### src/rtl/mem_wb_pipe_pkg.sv
// Shared definitions for the MEM->WB pipeline stage.
//   RST_ENABLE          : active level of the synchronous reset
//   ZERO_WORD           : all-zero data word
//   REG_BUS_W           : default data / write-back width
//   REG_ADDR_BUS_W      : default register-file address width
//   LDSIZE_*            : load-size codes used by the optional load extender
//   skid_state_e        : occupancy of the two-entry skid buffer
package mem_wb_pipe_pkg;

   localparam logic        RST_ENABLE     = 1'b1;
   localparam int          REG_BUS_W      = 32;
   localparam int          REG_ADDR_BUS_W = 5;
   localparam logic [31:0] ZERO_WORD      = 32'h0000_0000;

   localparam logic [1:0]  LDSIZE_BYTE    = 2'b00;
   localparam logic [1:0]  LDSIZE_HALF    = 2'b01;
   localparam logic [1:0]  LDSIZE_WORD    = 2'b10;

   typedef enum logic [1:0] {
      ST_EMPTY = 2'b00,
      ST_ONE   = 2'b01,
      ST_FULL  = 2'b10
   } skid_state_e;

endpackage

### src/rtl/mem_wb_ldext.sv
// Combinational load-lane extractor / extender (32-bit words, little-endian lanes).
// Only compiled into the design when MEM_WB_LOAD_EXT_EN is defined.
// Ports:
//   raw     in  32  stored data-memory word
//   addr_lo in  2   low address bits selecting the byte (or half, bit 1) lane
//   ldsize  in  2   00 byte, 01 half, 10/11 word
//   ldsign  in  1   1 = sign-extend, 0 = zero-extend
//   data    out 32  extended load value
`ifdef MEM_WB_LOAD_EXT_EN
module mem_wb_ldext
   import mem_wb_pipe_pkg::*;
(
   input  logic [31:0] raw,
   input  logic [1:0]  addr_lo,
   input  logic [1:0]  ldsize,
   input  logic        ldsign,
   output logic [31:0] data
);

   logic [7:0]  lane_b;
   logic [15:0] lane_h;

   always_comb begin
      lane_b = 8'(raw >> {addr_lo, 3'b000});
      lane_h = 16'(raw >> {addr_lo[1], 4'b0000});
      data   = raw;
      case (ldsize)
         LDSIZE_BYTE: data = {{24{ldsign & lane_b[7]}}, lane_b};
         LDSIZE_HALF: data = {{16{ldsign & lane_h[15]}}, lane_h};
         default:     data = raw;
      endcase
   end

endmodule
`endif

### src/rtl/mem_wb_pipe.sv
// MEM->WB pipeline stage with valid/ready on both sides and a two-entry skid
// buffer, so WB backpressure never drops a beat and in_ready comes straight
// from the occupancy register.
// Optional feature macro: MEM_WB_LOAD_EXT_EN (adds mem_ldsize/mem_ldsign and
// byte/half load extraction; requires DATA_W = 32).
// Ports:
//   clk, rst (sync, active-high), flush (sync, drops all held beats)
//   in_valid/in_ready            : MEM-side handshake
//   mem_RegWrite, mem_MemtoReg, memdata, mem_ALUResult, mem_regdst : MEM payload
//   wb_valid/wb_ready            : WB-side handshake
//   wb_RegWrite (r0-guarded), wb_MemtoReg, wb_memdata, wb_ALUResult,
//   wb_regdst, wb_wdata (final register-file write data)
//
// state    | meaning
// ST_EMPTY | no valid entry
// ST_ONE   | main entry valid (drives outputs)
// ST_FULL  | main and skid entries valid, in_ready low
module mem_wb_pipe
   import mem_wb_pipe_pkg::*;
#(
   parameter int DATA_W         = REG_BUS_W,
   parameter int REG_ADDR_W     = REG_ADDR_BUS_W,
   parameter bit ZERO_REG_GUARD = 1'b1
) (
   input  logic                  clk,
   input  logic                  rst,
   input  logic                  flush,
   input  logic                  in_valid,
   output logic                  in_ready,
   input  logic                  mem_RegWrite,
   input  logic                  mem_MemtoReg,
   input  logic [DATA_W-1:0]     memdata,
   input  logic [DATA_W-1:0]     mem_ALUResult,
   input  logic [REG_ADDR_W-1:0] mem_regdst,
`ifdef MEM_WB_LOAD_EXT_EN
   input  logic [1:0]            mem_ldsize,
   input  logic                  mem_ldsign,
`endif
   output logic                  wb_valid,
   input  logic                  wb_ready,
   output logic                  wb_RegWrite,
   output logic                  wb_MemtoReg,
   output logic [DATA_W-1:0]     wb_memdata,
   output logic [DATA_W-1:0]     wb_ALUResult,
   output logic [REG_ADDR_W-1:0] wb_regdst,
   output logic [DATA_W-1:0]     wb_wdata
);

   skid_state_e state, state_nxt;
   logic accept, drain;
   logic load_main_in, load_main_skid, load_skid_in;

   logic                  main_rw, main_m2r, skid_rw, skid_m2r;
   logic [DATA_W-1:0]     main_md, main_alu, skid_md, skid_alu;
   logic [REG_ADDR_W-1:0] main_rd, skid_rd;
`ifdef MEM_WB_LOAD_EXT_EN
   logic [1:0]            main_lsz, skid_lsz;
   logic                  main_lsg, skid_lsg;
`endif

   assign in_ready = (state != ST_FULL) && !rst;
   assign wb_valid = (state != ST_EMPTY);
   assign accept   = in_valid & in_ready;
   assign drain    = wb_valid & wb_ready;

   always_ff @(posedge clk) begin
      if (rst == RST_ENABLE) state <= ST_EMPTY;
      else                   state <= state_nxt;
   end

   always_comb begin
      state_nxt      = state;
      load_main_in   = 1'b0;
      load_main_skid = 1'b0;
      load_skid_in   = 1'b0;
      case (state)
         ST_EMPTY: if (accept) begin
            state_nxt    = ST_ONE;
            load_main_in = 1'b1;
         end
         ST_ONE: begin
            if (accept && drain) begin
               load_main_in = 1'b1;
            end else if (accept) begin
               state_nxt    = ST_FULL;
               load_skid_in = 1'b1;
            end else if (drain) begin
               state_nxt    = ST_EMPTY;
            end
         end
         ST_FULL: if (drain) begin
            state_nxt      = ST_ONE;
            load_main_skid = 1'b1;
         end
         default: state_nxt = ST_EMPTY;
      endcase
      // A flushed cycle drops everything, including a beat that would have
      // been accepted; a concurrent drain has already been seen by WB.
      if (flush) begin
         state_nxt      = ST_EMPTY;
         load_main_in   = 1'b0;
         load_main_skid = 1'b0;
         load_skid_in   = 1'b0;
      end
   end

   always_ff @(posedge clk) begin
      if (rst == RST_ENABLE) begin
         main_rw  <= 1'b0;
         main_m2r <= 1'b0;
         main_md  <= DATA_W'(ZERO_WORD);
         main_alu <= DATA_W'(ZERO_WORD);
         main_rd  <= '0;
         skid_rw  <= 1'b0;
         skid_m2r <= 1'b0;
         skid_md  <= DATA_W'(ZERO_WORD);
         skid_alu <= DATA_W'(ZERO_WORD);
         skid_rd  <= '0;
`ifdef MEM_WB_LOAD_EXT_EN
         main_lsz <= '0;
         main_lsg <= 1'b0;
         skid_lsz <= '0;
         skid_lsg <= 1'b0;
`endif
      end else begin
         if (load_main_in) begin
            main_rw  <= mem_RegWrite;
            main_m2r <= mem_MemtoReg;
            main_md  <= memdata;
            main_alu <= mem_ALUResult;
            main_rd  <= mem_regdst;
`ifdef MEM_WB_LOAD_EXT_EN
            main_lsz <= mem_ldsize;
            main_lsg <= mem_ldsign;
`endif
         end else if (load_main_skid) begin
            main_rw  <= skid_rw;
            main_m2r <= skid_m2r;
            main_md  <= skid_md;
            main_alu <= skid_alu;
            main_rd  <= skid_rd;
`ifdef MEM_WB_LOAD_EXT_EN
            main_lsz <= skid_lsz;
            main_lsg <= skid_lsg;
`endif
         end
         if (load_skid_in) begin
            skid_rw  <= mem_RegWrite;
            skid_m2r <= mem_MemtoReg;
            skid_md  <= memdata;
            skid_alu <= mem_ALUResult;
            skid_rd  <= mem_regdst;
`ifdef MEM_WB_LOAD_EXT_EN
            skid_lsz <= mem_ldsize;
            skid_lsg <= mem_ldsign;
`endif
         end
      end
   end

`ifdef MEM_WB_LOAD_EXT_EN
   if (DATA_W != 32) begin : g_width_check
      $error("mem_wb_pipe: MEM_WB_LOAD_EXT_EN requires DATA_W = 32");
   end

   mem_wb_ldext u_ldext (
      .raw     (main_md),
      .addr_lo (main_alu[1:0]),
      .ldsize  (main_lsz),
      .ldsign  (main_lsg),
      .data    (wb_memdata)
   );
`else
   assign wb_memdata = main_md;
`endif

   assign wb_RegWrite  = wb_valid & main_rw & !(ZERO_REG_GUARD && (main_rd == '0));
   assign wb_MemtoReg  = main_m2r;
   assign wb_ALUResult = main_alu;
   assign wb_regdst    = main_rd;
   assign wb_wdata     = main_m2r ? wb_memdata : main_alu;

endmodule
### config.mk
export PLATFORM = sky130hd
export DESIGN_NAME = mem_wb_pipe
export DESIGN_NICKNAME = d
export VERILOG_FILES = /design/src/rtl/mem_wb_pipe_pkg.sv /design/src/rtl/mem_wb_ldext.sv /design/src/rtl/mem_wb_pipe.sv
export SDC_FILE = /design/constraint.sdc
export NUM_CORES = 1
export LEC_CHECK = 0
export ABC_AREA = 0
export BUFFER_PORTS_ARGS = -buffer_cell sky130_fd_sc_hd__buf_4
export CAP_MARGIN = 0
export CORE_MARGIN = 2
export CORE_UTILIZATION = 40
export DETAILED_ROUTE_END_ITERATION = 10
export PLACE_DENSITY = 0.72
export SYNTH_ARGS = -nofsm -noshare
export SYNTH_HDL_FRONTEND = slang
export SYNTH_SLANG_ARGS = --single-unit
### constraint.sdc
create_clock -name clk -period 1.8 [get_ports clk]
set_input_delay 0.18 -clock clk [delete_from_list [all_inputs] [get_ports clk]]
set_output_delay 0.18 -clock clk [all_outputs]
set_load 0.05 [all_outputs]
==> impl_metrics.env, run 1 <==
export IMPL_syn_mean_instance_area_um2=8.622
export IMPL_avgRoutedWirePerCell_um=16.61
export IMPL_layout_nets=1004
export IMPL_final_cells=1160
export IMPL_synthCells=787
export IMPL_regArea_mm2=0.002889
export IMPL_seq_area_frac_synth=0.4249
export IMPL_die_y_um=134.2
export IMPL_dp_cells=1124
export IMPL_diodes=0
export IMPL_cp_arrival_ns=1.66
export IMPL_ys_warn_count=0
export IMPL_synth_top_cell_area_share=0.4249
export IMPL_power_switching_w=0.002299
export IMPL_top_layer_used="met4"
export IMPL_wl_mm=19.27
export IMPL_drc=0
export IMPL_grt_max_degree=98
export IMPL_fillerInstances=1528
export IMPL_power_frac_seq=0.399
export IMPL_rows=47
export IMPL_first_pass_iters=4
export IMPL_synth_edff_count=0
export IMPL_finalPower_w=0.008406
export IMPL_die_area_mm2=0.01802
export IMPL_drive_gt1_frac=0.3798
export IMPL_violations="negative setup slack"
export IMPL_slew_violations=0
export IMPL_clock_latency_ns=0.43
export IMPL_async_reset_ff_frac=0
export IMPL_drtAntennaViolNets=0
export IMPL_die_w_um=134.2
export IMPL_r2r_slack_ns=0.07
export IMPL_maxCapViolCount=0
export IMPL_netlist_area_mm2=0.006785
export IMPL_grt_pass1_wl_mm=31.44
export IMPL_ys_flop_type="dfxtp_1"
export IMPL_p_leak_nw=3.408
export IMPL_place_congestion=0.7724
export IMPL_grt_pass1_vias=6118
export IMPL_finalClockSkew_ns=0.008077
export IMPL_place_hpwl_mm=11.99
export IMPL_cp_max_fo=2
export IMPL_clk_path_buf_depth=2
export IMPL_setup_ws_ns=-0.04370
export IMPL_p_clk_frac=0.443
export IMPL_start_util=0.4092
export IMPL_fmaxAchievable_ghz=0.5424
export IMPL_critPathTopFamily="simple AND/OR/NAND/NOR gates"
export IMPL_holdCritPathClass="input port to flop"
export IMPL_crit_slowest_cell="or4_4"
export IMPL_cts_buffers=17
export IMPL_power_density_mw_per_mm2=929.0
export IMPL_grt_ovfl_total=0
export IMPL_rsz0062_at_grt="yes"
export IMPL_num_io_pins=181
export IMPL_routed_wl_met3_mm=1.285
export IMPL_wl_met1_mm=8.524
export IMPL_htreeDepth=4
export IMPL_finalCritPeriodShare=1.024
export IMPL_port_buffers=180
export IMPL_finalHoldViolCount=0
export IMPL_worstPathRequired_ns=1.62
export IMPL_start_kind="flop"
export IMPL_critPathMaxStageDelay_ns=0.52
export IMPL_yosys_area_top_type="dfxtp_1"
export IMPL_switching_share=0.2735
export IMPL_relSlewSlack=0.6264
export IMPL_crit_path_end_kind="primary output"
export IMPL_worstSetupPathType="flop to primary output"
export IMPL_worst_hold_slack_ns=0.01934
export IMPL_syn_num_nets=863
export IMPL_synth_common_cells="dfxtp_1 (144), nand2_1 (144), a21oi_1 (73), a311oi_1 (71), nand3_1 (71)"
export IMPL_peakVddDrop_uv=645.1
export IMPL_wl_met2_mm=9.066
export IMPL_internal_power_w=0.006107
export IMPL_vias_per_cell=5.636
export IMPL_cts_tree="done"
export IMPL_tightest_slew_ns=0.5604
export IMPL_combPwrFrac=0.157
export IMPL_multi_input_area_mm2=0.003487
export IMPL_clock_root_buffer="clkbuf_16"
export IMPL_ys_ff_latch=144
export IMPL_num_vias=6538
export IMPL_fin_crit_ns=1.844
export IMPL_clkSinkCount=144
export IMPL_status="finished, violations left"
export IMPL_ys_types=30
export IMPL_ys_top_cells_by_area="dfxtp_1 (42%), nor3_2 (10%), a311oi_1 (9.2%)"
export IMPL_core_area_mm2=0.01658
export IMPL_clk_pin_slew_ns=0.06
export IMPL_path_buf_inv=1
export IMPL_drt_iter0_drc=541
export IMPL_setup_viol=1
export IMPL_crit_chain="or4_4 -> o211a_1 -> buf_6"
export IMPL_track_usage=0.2162
export IMPL_syn_to_final_growth_pct=33.36
export IMPL_antenna_found_initial=0
## sequential cells by signal, indices dropped and copies added, names as in the netlist
name,count
main_rw,1
skid_alu,32
skid_m2r,1
skid_md,32
skid_rd,5
skid_rw,1
state,2
wb_ALUResult,32
wb_MemtoReg,1
wb_memdata,32
wb_regdst,5
## worst register-to-register path, delay by kind of cell, from the launching register on
family | cells | cell delay, ns
AO/OA/AOI/OAI | 2 | 0.47
buffers and inverters | 1 | 0.24
flip-flops | 1 | 0.32
AND/OR/NAND/NOR | 1 | 0.58
## repair_timing
item	CTS	global route
endpoints found under the hold margin	1	0
resized for setup	5	1
hold buffers	2	0
cloned	0	0
pin swaps	2	1
setup endpoints to repair	26	71
setup buffers	3	0
## power by group through the flow
stage / clock [W] / combinational, W / sequential [W]
3_5_place_dp: 0 / 0.00131 / 0.00343
5_1_grt: 0.00393 / 0.00139 / 0.00337
4_1_cts: 0.00379 / 0.00132 / 0.00336
6_report: 0.00373 / 0.00132 / 0.00336
2_1_floorplan: 0 / 0.000547 / 0.00369
3_3_place_gp: 0 / 0.00130 / 0.00343
## metal layers
metal / up-vias / track usage
met1: 3140 / 0.2863
met3: 24 / 0.05291
met4: 0 / 0.08246
li1: 3132 / -
met2: 242 / 0.3410
met5: - / 0
## stage by stage
stage | setup slack (ns) | area (µm²) | setup TNS [ns] | utilization
after CTS | -0.08673 | 9040 | -0.08673 | 0.5451
after global placement | 0.1359 | 8366 | 0 | 0.5045
after global routing | -0.09071 | 9049 | -0.09071 | 0.5456
after detailed placement | 0.07385 | 8366 | 0 | 0.5045
final | -0.04370 | 9049 | -0.04370 | 0.5456
after floorplan | 0.05520 | 6787 | 0 | -
## kinds of logic after synthesis
kind of cell           after synthesis  share of synthesized area
AND/OR/NAND/NOR                    301                     0.2513
buffers and inverters               92                    0.06823
flip-flops                         144                     0.4249
multiplexers                        33                    0.05458
AO/OA/AOI/OAI                      217                     0.2010
## layout by cell type (no fill, tap or decap), drive strengths merged
master	count
bufinv	4
nor4b	1
o21a	1
clkinv	4
o211a	1
a311oi	71
or4b	1
dlygate4sd3	2
o21ai	71
nand2b	1
nor2	3
or4	1
a21oi	73
buf	212
mux2i	1
nor2b	3
dfxtp	144
nand2	144
clkinvlp	3
clkbuf	20
nor4	1
mux2	32
nand3	71
or2	1
nor3	71
or3b	1
or4bb	1
nor4bb	1
## final cells by class
type / instances / area share
sequential: 144 / 0.3193
multi-input combinational: 551 / 0.3854
timing repair buffer: 214 / 0.1965
clock buffer: 20 / 0.05047
tap: 220 / 0.03042
clock inverter: 11 / 0.01798
## final timing paths
path                                   startpoint           end  cells past startpoint
worst max-delay path                 wb_regdst[3]   wb_RegWrite                      3
worst min-delay path            mem_ALUResult[13]  skid_alu[13]                      3
worst min register to register           skid_m2r   wb_MemtoReg                      2
worst max register to register           state[1]  skid_alu[15]                      4
Power figures use the tool's default switching activity.
==> run 2: changes to the inputs <==
--- a/config.mk
+++ b/config.mk
@@ -12,6 +12,7 @@
 export CORE_UTILIZATION = 40
 export DETAILED_ROUTE_END_ITERATION = 10
 export PLACE_DENSITY = 0.72
+export RECOVER_POWER = 25
 export SYNTH_ARGS = -nofsm -noshare
 export SYNTH_HDL_FRONTEND = slang
 export SYNTH_SLANG_ARGS = --single-unit
==> impl_metrics.env, run 2 (synthesis gave the netlist of run 1 again) <==
export IMPL_clock_root_buffer="clkbuf_16"
export IMPL_status="finished, violations left"
export IMPL_grt_use_met3=0.05291
export IMPL_finalHoldViolCount=0
export IMPL_power_switching_w=0.002294
export IMPL_violations="negative setup slack"
export IMPL_grt_ovfl_total=0
export IMPL_die_area_mm2=0.01802
export IMPL_maxCapViolCount=0
export IMPL_finalClockSkew_ns=0.008904
export IMPL_clk_pin_slew_ns=0.06
export IMPL_clk_path_buf_depth=2
export IMPL_slew_violations=0
export IMPL_htreeDepth=4
export IMPL_rsz0062_at_grt="yes"
export IMPL_p_clk_frac=0.446
export IMPL_tightest_slew_ns=0.6110
export IMPL_setup_viol=1
export IMPL_clock_latency_ns=0.43
export IMPL_crit_slowest_cell="or4_4"
export IMPL_cts_tree="done"
export IMPL_fin_crit_ns=1.846
export IMPL_cp_arrival_ns=1.67
export IMPL_mostFrequentLayoutCells="nand2_1 (143), dfxtp_1 (141), buf_4 (137)"
export IMPL_setup_ws_ns=-0.04556
export IMPL_cp_max_fo=2
export IMPL_wl_mm=19.28
export IMPL_fmaxAchievable_ghz=0.5418
export IMPL_rows=47
export IMPL_start_util=0.4092
export IMPL_drive_gt1_frac=0.3149
export IMPL_drtAntennaViolNets=0
export IMPL_clkSinkCount=144
export IMPL_num_io_pins=181
export IMPL_relSlewSlack=0.5944
export IMPL_peakVddDrop_uv=646.3
export IMPL_crit_path_end_kind="primary output"
export IMPL_setup_tns_ns=-0.04556
export IMPL_grt_pass1_vias=6118
export IMPL_use_met2=0.3410
export IMPL_grt_pass1_wl_mm=31.44
export IMPL_core_area_mm2=0.01658
export IMPL_path_buf_inv=1
export IMPL_start_kind="flop"
export IMPL_finalCritPeriodShare=1.025
export IMPL_place_congestion=0.7724
export IMPL_num_vias=6537
export IMPL_critPathMaxStageDelay_ns=0.52
export IMPL_drc=0
export IMPL_finalPower_w=0.008340
export IMPL_vias_per_cell=5.635
export IMPL_die_w_um=134.2
export IMPL_antenna_found_initial=0
export IMPL_fin_area_mm2=0.008820
export IMPL_top_usage_layer="met2"
export IMPL_internal_power_w=0.006047
export IMPL_combPwrFrac=0.151
export IMPL_worstSetupPathType="flop to primary output"
export IMPL_track_usage=0.2162
export IMPL_critPathTopFamily="simple AND/OR/NAND/NOR gates"
export IMPL_port_buffers=180
export IMPL_power_density_mw_per_mm2=945.6
export IMPL_grt_max_degree=98
export IMPL_diodes=0
export IMPL_layout_commonest_cell="nand2_1"
export IMPL_power_frac_seq=0.402
export IMPL_postPlaceCellArea_mm2=0.008366
export IMPL_met1_usage=0.2863
export IMPL_drt_iter0_drc=520
export IMPL_syn_to_final_growth_pct=29.98
export IMPL_switching_share=0.2750
export IMPL_worstPathRequired_ns=1.62
export IMPL_cts_buffers=17
export IMPL_crit_chain="or4_4 -> o211a_1 -> buf_6"
export IMPL_p_leak_nw=3.154
export IMPL_first_pass_iters=4
export IMPL_die_y_um=134.2
export IMPL_layout_nets=1004
export IMPL_place_hpwl_mm=11.99
export IMPL_avgRoutedWirePerCell_um=16.62
export IMPL_holdCritPathClass="input port to flop"
run 2: cell types whose count changed in the layout (fill, tap and decap cells not counted):
cell	before	now
buf_4	198	137
clkbuf_1	1	62
run 2: what timing repair did:
item	4_1_cts	5_1_grt
hold buffers	2	0
pin swaps	2	1
setup buffers	3	0
hold endpoints to repair	1	0
setup endpoints to repair	26	71
gates resized for setup	5	1
run 2: power groups by stage:
stage	Combinational [W]	Sequential (W)	Clock, W
floorplan	0.000547	0.00369	0
global placement	0.00130	0.00343	0
detailed placement	0.00131	0.00343	0
CTS	0.00132	0.00336	0.00379
global route	0.00133	0.00337	0.00393
finish	0.00126	0.00336	0.00372
run 2: final timing paths:
| check | slack [ns] | from | cells past startpoint | to |
|---|---|---|---|---|
| max | -0.05 | wb_regdst[3] | 3 | wb_RegWrite |
| min | 0.02 | mem_ALUResult[13] | 3 | skid_alu[13] |
| max reg2reg | 0.07 | state[1] | 4 | skid_alu[14] |
| min reg2reg | 0.47 | skid_m2r | 2 | wb_MemtoReg |
run 2: layer usage:
layer	vias up	wire length, µm
met3	24	1281
met5	-	0
li1	3132	-
met4	0	391
met1	3154	8559
met2	227	9048
run 2: metrics by stage:
stage / hold WS, ns / utilization / std cells / setup slack [ns]
after CTS: 0.009179 / 0.5451 / 1160 / -0.08673
final: 0.01758 / 0.5318 / 1160 / -0.04556
after global placement: 0.4443 / 0.5045 / 1124 / 0.1359
after global routing: 0.005429 / 0.5318 / 1160 / -0.09071
after detailed placement: 0.4435 / 0.5045 / 1124 / 0.07385
after floorplan: 0.2581 / - / 787 / 0.05520
run 2: final cells by class:
cell class | count | area (µm²)
Clock buffer | 20 | 456.7
Sequential cell | 144 | 2889
Timing Repair Buffer | 214 | 1549
Fill cell | 1596 | 7764
Tap cell | 220 | 275.3
Clock inverter | 11 | 162.7
Multi-Input combinational cell | 551 | 3487
run 2: worst min-delay path: cells and delay by family:
kind / cells / cell delay [ns]
and+or+nand+nor: 1 / 0.05
buffers and inverters: 1 / 0.12
AOI/OAI and AO/OA: 1 / 0.05
